File: config.mk
export PLATFORM = sky130hd
export DESIGN_NAME = tour_cmd
export DESIGN_NICKNAME = d
export VERILOG_FILES = /design/src/rtl/tour_cmd.sv
export SDC_FILE = /design/constraint.sdc
export NUM_CORES = 1
export LEC_CHECK = 0
export CORE_MARGIN = 1.5
export CORE_UTILIZATION = 31
export DETAILED_ROUTE_END_ITERATION = 6
export PLACE_DENSITY = 0.76
export SLEW_MARGIN = 30
export SYNTH_ARGS = -nofsm -noshare
export SYNTH_HDL_FRONTEND = slang
export SYNTH_SLANG_ARGS = --single-unit
File: constraint.sdc
create_clock -name clk -period 1.7 [get_ports clk]
set_input_delay 0.425 -clock clk [delete_from_list [all_inputs] [get_ports clk]]
set_output_delay 0.425 -clock clk [all_outputs]
set_load 0.1 [all_outputs]
File: src/rtl/tour_cmd.sv
// Purpose: muxes UART commands to cmd_proc, or replays the solved knight's tour as vertical/horizontal move pairs.
// Latency: cmd/cmd_rdy are combinational; start_tour at edge N presents the first vertical leg during cycle N+1.
// Backpressure: each leg is held until clr_cmd_rdy, and the next leg waits for send_resp; UART commands stay pending during a tour.
module tour_cmd #(
    parameter int NUM_MOVES = 24,
    parameter int IDX_W     = 5
) (
    input  logic             clk,
    input  logic             rst_n,
    input  logic             start_tour,
    input  logic [7:0]       move,
    output logic [IDX_W-1:0] mv_indx,
    input  logic [15:0]      cmd_UART,
    input  logic             cmd_rdy_UART,
    output logic             clr_cmd_rdy_UART,
    output logic [15:0]      cmd,
    output logic             cmd_rdy,
    input  logic             clr_cmd_rdy,
    input  logic             send_resp,
    output logic [7:0]       resp
);

    localparam logic [2:0] IDLE   = 3'd0;
    localparam logic [2:0] VERT   = 3'd1;
    localparam logic [2:0] WAIT_V = 3'd2;
    localparam logic [2:0] HORZ   = 3'd3;
    localparam logic [2:0] WAIT_H = 3'd4;

    localparam logic MODE_UART = 1'b0;
    localparam logic MODE_TOUR = 1'b1;

    localparam logic [3:0] OP_MOVE = 4'h4;
    localparam logic [3:0] OP_FANF = 4'h5;
    localparam logic [7:0] HDG_N   = 8'h00;
    localparam logic [7:0] HDG_W   = 8'h3F;
    localparam logic [7:0] HDG_S   = 8'h7F;
    localparam logic [7:0] HDG_E   = 8'hBF;

    localparam logic [IDX_W-1:0] LAST_IDX = IDX_W'(NUM_MOVES - 1);

    localparam logic [7:0] RESP_ACK  = 8'hA5;
    localparam logic [7:0] RESP_BUSY = 8'h5A;

    logic [2:0]  state;
    logic        mode;
    logic        last_move;
    logic [15:0] vert_cmd;
    logic [15:0] horz_cmd;

    assign last_move = (mv_indx == LAST_IDX);

    // Decode the one-hot knight move into its two legs; the if-chain makes the lowest set bit win
    always_comb begin
        vert_cmd = {OP_MOVE, HDG_N, 4'd0};
        horz_cmd = {OP_FANF, HDG_N, 4'd0};
        if (move[0]) begin
            vert_cmd = {OP_MOVE, HDG_N, 4'd2};
            horz_cmd = {OP_FANF, HDG_E, 4'd1};
        end else if (move[1]) begin
            vert_cmd = {OP_MOVE, HDG_N, 4'd2};
            horz_cmd = {OP_FANF, HDG_W, 4'd1};
        end else if (move[2]) begin
            vert_cmd = {OP_MOVE, HDG_N, 4'd1};
            horz_cmd = {OP_FANF, HDG_W, 4'd2};
        end else if (move[3]) begin
            vert_cmd = {OP_MOVE, HDG_S, 4'd1};
            horz_cmd = {OP_FANF, HDG_W, 4'd2};
        end else if (move[4]) begin
            vert_cmd = {OP_MOVE, HDG_S, 4'd2};
            horz_cmd = {OP_FANF, HDG_W, 4'd1};
        end else if (move[5]) begin
            vert_cmd = {OP_MOVE, HDG_S, 4'd2};
            horz_cmd = {OP_FANF, HDG_E, 4'd1};
        end else if (move[6]) begin
            vert_cmd = {OP_MOVE, HDG_S, 4'd1};
            horz_cmd = {OP_FANF, HDG_E, 4'd2};
        end else if (move[7]) begin
            vert_cmd = {OP_MOVE, HDG_N, 4'd1};
            horz_cmd = {OP_FANF, HDG_E, 4'd2};
        end
    end

    // Output mux: UART passthrough by default, FSM-driven legs while touring
    always_comb begin
        cmd              = cmd_UART;
        cmd_rdy          = cmd_rdy_UART;
        clr_cmd_rdy_UART = clr_cmd_rdy;
        resp             = RESP_ACK;
        if (mode == MODE_TOUR) begin
            clr_cmd_rdy_UART = 1'b0;
            resp             = (state == WAIT_H && last_move) ? RESP_ACK : RESP_BUSY;
            case (state)
                VERT: begin
                    cmd     = vert_cmd;
                    cmd_rdy = 1'b1;
                end
                HORZ: begin
                    cmd     = horz_cmd;
                    cmd_rdy = 1'b1;
                end
                WAIT_H: begin
                    cmd     = horz_cmd;
                    cmd_rdy = 1'b0;
                end
                default: begin
                    cmd     = vert_cmd;
                    cmd_rdy = 1'b0;
                end
            endcase
        end
    end

    // Tour sequencer: each state reacts only to the handshake that is meaningful in it
    always_ff @(posedge clk) begin
        if (!rst_n) begin
            state   <= IDLE;
            mode    <= MODE_UART;
            mv_indx <= '0;
        end else begin
            case (state)
                IDLE: if (start_tour) begin
                    mv_indx <= '0;
                    mode    <= MODE_TOUR;
                    state   <= VERT;
                end
                VERT:   if (clr_cmd_rdy) state <= WAIT_V;
                WAIT_V: if (send_resp)   state <= HORZ;
                HORZ:   if (clr_cmd_rdy) state <= WAIT_H;
                WAIT_H: if (send_resp) begin
                    if (last_move) begin
                        state <= IDLE;
                        mode  <= MODE_UART;
                    end else begin
                        mv_indx <= mv_indx + IDX_W'(1);
                        state   <= VERT;
                    end
                end
                default: state <= IDLE;
            endcase
        end
    end

endmodule

==> results.cfg, run 1 <==
[yosys]
ys_seq_elements = 9
ys_types = 40
synth_area_sq_um = 861
synthTopCellsByArea = dfxtp_1, o21ai_0, buf_4, nor2_1, nor2b_1
synth_common_cells = nor2_1, o21ai_0, dfxtp_1, inv_1
ys.warnings.count = 0
synth.avg_cell_area_sq_um = 7.49
yosys.area.top_type = dfxtp_1
synth_cells = 115
synth_flop_cell = dfxtp_1
yosysTopAreaCellShare_pct = 20.9
synth_edf_count = 0
syn-num-nets = 146
seq_area_frac_synth_pct = 20.9
async_reset_ff_share_pct = 0

[placement]
port_buffers = 60
placed_cell_area_sq_mm = 0.00216
dp_hpwl_microns = 3170
globalplace.congestion = 0.775

[clocking]
ctsHoldBuffers = 0
clock_sinks = 9
cts_made_buffers = 3
htree_levels = 1
cts-root-buf = clkbuf_4
cts_buffer_depth = 2

[timing]
timing.worst_endpoint.kind = top-level output
grt-worst-endpoint = cmd[11]

[global_routing]
grt_max_degree = 16
antenna_found_initial = 0

[floorplan]
start_util_pct = 33.8
rows = 18
die_w_microns = 55.7
ios = 61
die_h_microns = 55.7

[run_status]
outcome = did not finish
tool.error = [ERROR DPL-0033] detailed placement checks failed during check placement.
stop_stage = global routing (5_1_grt)
[metrics by stage]
stage	cells	worst slack [ns]	util, %
after floorplan	115	-1.36	-
after global placement	221	-0.907	85.0
after detailed placement	221	-0.992	85.0
after CTS	230	-0.520	93.1
[timing repair]
item | CTS
cloned | 0
setup endpoints to repair | 24
gates resized for setup | 42
setup buffers | 5
pin swaps | 8
[kinds of logic after synthesis]
family,count (synthesis),synth area share (%)
AND/OR/NAND/NOR,50,35.5
AO/OA/AOI/OAI,31,24.0
buffers and inverters,20,13.5
flip-flops,9,20.9
XOR/XNOR,2,2.04
multiplexers,2,2.62
adder cells (fa/ha/maj),1,1.45
==> run 2: changes to the inputs <==
--- a/config.mk
+++ b/config.mk
@@ -5,10 +5,10 @@
 export SDC_FILE = /design/constraint.sdc
 export NUM_CORES = 1
 export LEC_CHECK = 0
-export CORE_MARGIN = 1.5
-export CORE_UTILIZATION = 31
+export CORE_AREA = 2 2 63 65
 export DETAILED_ROUTE_END_ITERATION = 6
-export PLACE_DENSITY = 0.76
+export DIE_AREA = 0 0 65 67
+export PLACE_DENSITY_LB_ADDON = 0.15
 export SLEW_MARGIN = 30
 export SYNTH_ARGS = -nofsm -noshare
 export SYNTH_HDL_FRONTEND = slang
==> constraint.sdc (replaced) <==
create_clock -name clk -period 2.2 [get_ports clk]
set_input_delay 0.55 -clock clk [delete_from_list [all_inputs] [get_ports clk]]
set_output_delay 0.55 -clock clk [all_outputs]
set_load 0.1 [all_outputs]
==> results.cfg, run 2 <==
[layout]
largestRegisters = mv_indx: 5 flops, state: 3 flops, mode: 1 flops
regMostFlops = mv_indx
final_cell_mix = buf_12, clkdlybuf4s50_1, buf_4, buf_6, nor2_1
multi_input_area_sq_um = 857
num-nets-final = 227
final_common_cell = buf_12
fillers = 295
final_cells = 243
largest_reg_flops = 5
diodes = 0
syn_to_final_growth_pct = 166
fin_util_pct = 63.5
drive_gt1_share_pct = 60.0
ff_latch_area_sq_um = 203

[floorplan]
core_sq_mm = 0.00361
dieArea_sq_mm = 0.00436
die_h_microns = 67
die_w_microns = 65
ios = 61
rows = 22
start_util_pct = 23.9

[timing]
setup_slack_ns = -0.170
hold_viol = 0
fin_crit_ns = 2.37
skew_ns = 0.00522
grt_setup_unrepaired = yes
setup_tns_ns = -1.43
fmax_mhz = 422
slew_headroom_pct = 78.6
setup_viol = 14
slew_viol_final = 0
fin_hold_ws_ns = 0.519
fin_crit_sh_pct = 108
tightestPinTransition_ns = 0.319

[setup_path]
required_ns = 1.65
arrival_ns = 1.82
start_kind = primary input
end_kind = primary output
critPathKind = in -> out
crit_path_max_fanout = 3

[detailed_routing]
wl_per_cell_microns = 13.8
drt_iter0_markers = 14
via_per_inst = 4.71
ant_nets = 0
dr_wl_met3_microns = 236
vias = 1144
top_layer_used = met4
dr.pass1.iters = 3
wl_met1_microns = 1220
drc_errors = 0
wl_met2_microns = 1860
postRouteWirelength_microns = 3340

[placement]
pre_cts_ws_ns = -0.820
port_buffers = 60
dp_hpwl_microns = 2630
globalplace.congestion = 0.780
dp.cells = 230

[job]
cap_viol_max_count = 0

[pwr]
leakage_nw = 0.923
power_density_mw_per_mm2 = 573
irDropWorstVdd_v = 0.000333

[global_routing]
grt_max_degree = 17
antenna_found_initial = 0
track_usage_pct = 16.3
grt_pass1_wl_microns = 5460
grt_pass1_vias = 1148
overflow = 0

[clocking]
htree_levels = 1
clkTransAtPathRegs_ns = 0.04
cts_buffer_depth = 2
cts-root-buf = clkbuf_8
clk-insertion-delay-late_ns = 0.24
cts_made_buffers = 3
cts_tree = yes
clock_sinks = 9
ctsHoldBuffers = 0

[yosys]
yosysTopAreaCellShare_pct = 20.9
synthTopCellsByArea = dfxtp_1, o21ai_0, buf_4, nor2_1, nor2b_1
synth_area_sq_um = 861
ys_seq_elements = 9
yosys.area.top_type = dfxtp_1
synth_cells = 115
ys_types = 40
ys.warnings.count = 0
synth.avg_cell_area_sq_um = 7.49
seq_area_frac_synth_pct = 20.9
async_reset_ff_share_pct = 0
synth_edf_count = 0
synth_common_cells = nor2_1, o21ai_0, dfxtp_1, inv_1
syn-num-nets = 146
synth_flop_cell = dfxtp_1

[run_status]
failed_checks = negative setup slack
outcome = finished with violations

[worst_hold_path]
hold_class = reg -> reg
## run 2: cell counts after synthesis
No cell type changed its count.
## run 2: routing by layer
metal / track usage (%) / vias up
met5: 0 / -
met4: 3.99 / 0
met3: 4.56 / 4
met2: 31.8 / 45
met1: 16.9 / 528
li1: - / 567
## run 2: area by class of cell
| cell class | instances | share of cell area (%) |
|---|---|---|
| sequential | 9 | 8.86 |
| multi-input combinational | 86 | 37.5 |
| timing repair buffer | 87 | 47.5 |
| tap | 48 | 2.62 |
| inverter | 9 | 1.64 |
| clock buffer | 4 | 1.97 |
## run 2: timing repair
item | 4_1_cts | 5_1_grt
hold endpoints to repair | 0 | 0
buffers inserted | 7 | 2
setup endpoints to repair | 18 | 19
pin swaps | 16 | 6
gates resized for setup | 67 | 7
## run 2: final timing paths
| check | endpoint | slack, ns | cells past startpoint | startpoint |
|---|---|---|---|---|
| max reg2reg | mv_indx[4]$_SDFFE_PN0P_ | 0.45 | 7 | state[1]$_SDFFE_PN0P_ |
| min | mv_indx[1]$_SDFFE_PN0P_ | 0.52 | 2 | mv_indx[1]$_SDFFE_PN0P_ |
| min reg2reg | mv_indx[1]$_SDFFE_PN0P_ | 0.52 | 2 | mv_indx[1]$_SDFFE_PN0P_ |
| max | cmd[0] | -0.17 | 7 | move[0] |
## run 2: cell families after synthesis
kind of cell	Yosys count	synth area share, %
and+or+nand+nor	50	35.5
DFF	9	20.9
buffers and inverters	20	13.5
xor gates and xnor gates	2	2.04
AOI/OAI and AO/OA	31	24.0
adders and majority gates	1	1.45
muxes	2	2.62
## run 2: worst max-delay path, stage by stage
cell and delay [ns]:
buf_6 0.09, buf_4 0.14, nor2_1 0.24, o31a_1 0.28
nand3_2 0.11, a31oi_4 0.21, buf_12 0.20
## run 2: through the flow
stage	area, sq um	power [mW]
floorplan	1070	0.765
global placement	2010	1.07
detailed placement	2010	1.08
CTS	2240	1.31
global route	2290	1.36
finish	2290	1.31
## run 2: power breakdown
part | total (mW) | internal (mW) | switching, mW
Clock | 0.197 | 0.127 | 0.0702
Combinational | 0.932 | 0.355 | 0.578
Sequential | 0.183 | 0.171 | 0.0118
Total | 1.31 | 0.652 | 0.660
(Power assumes the default switching activity.)
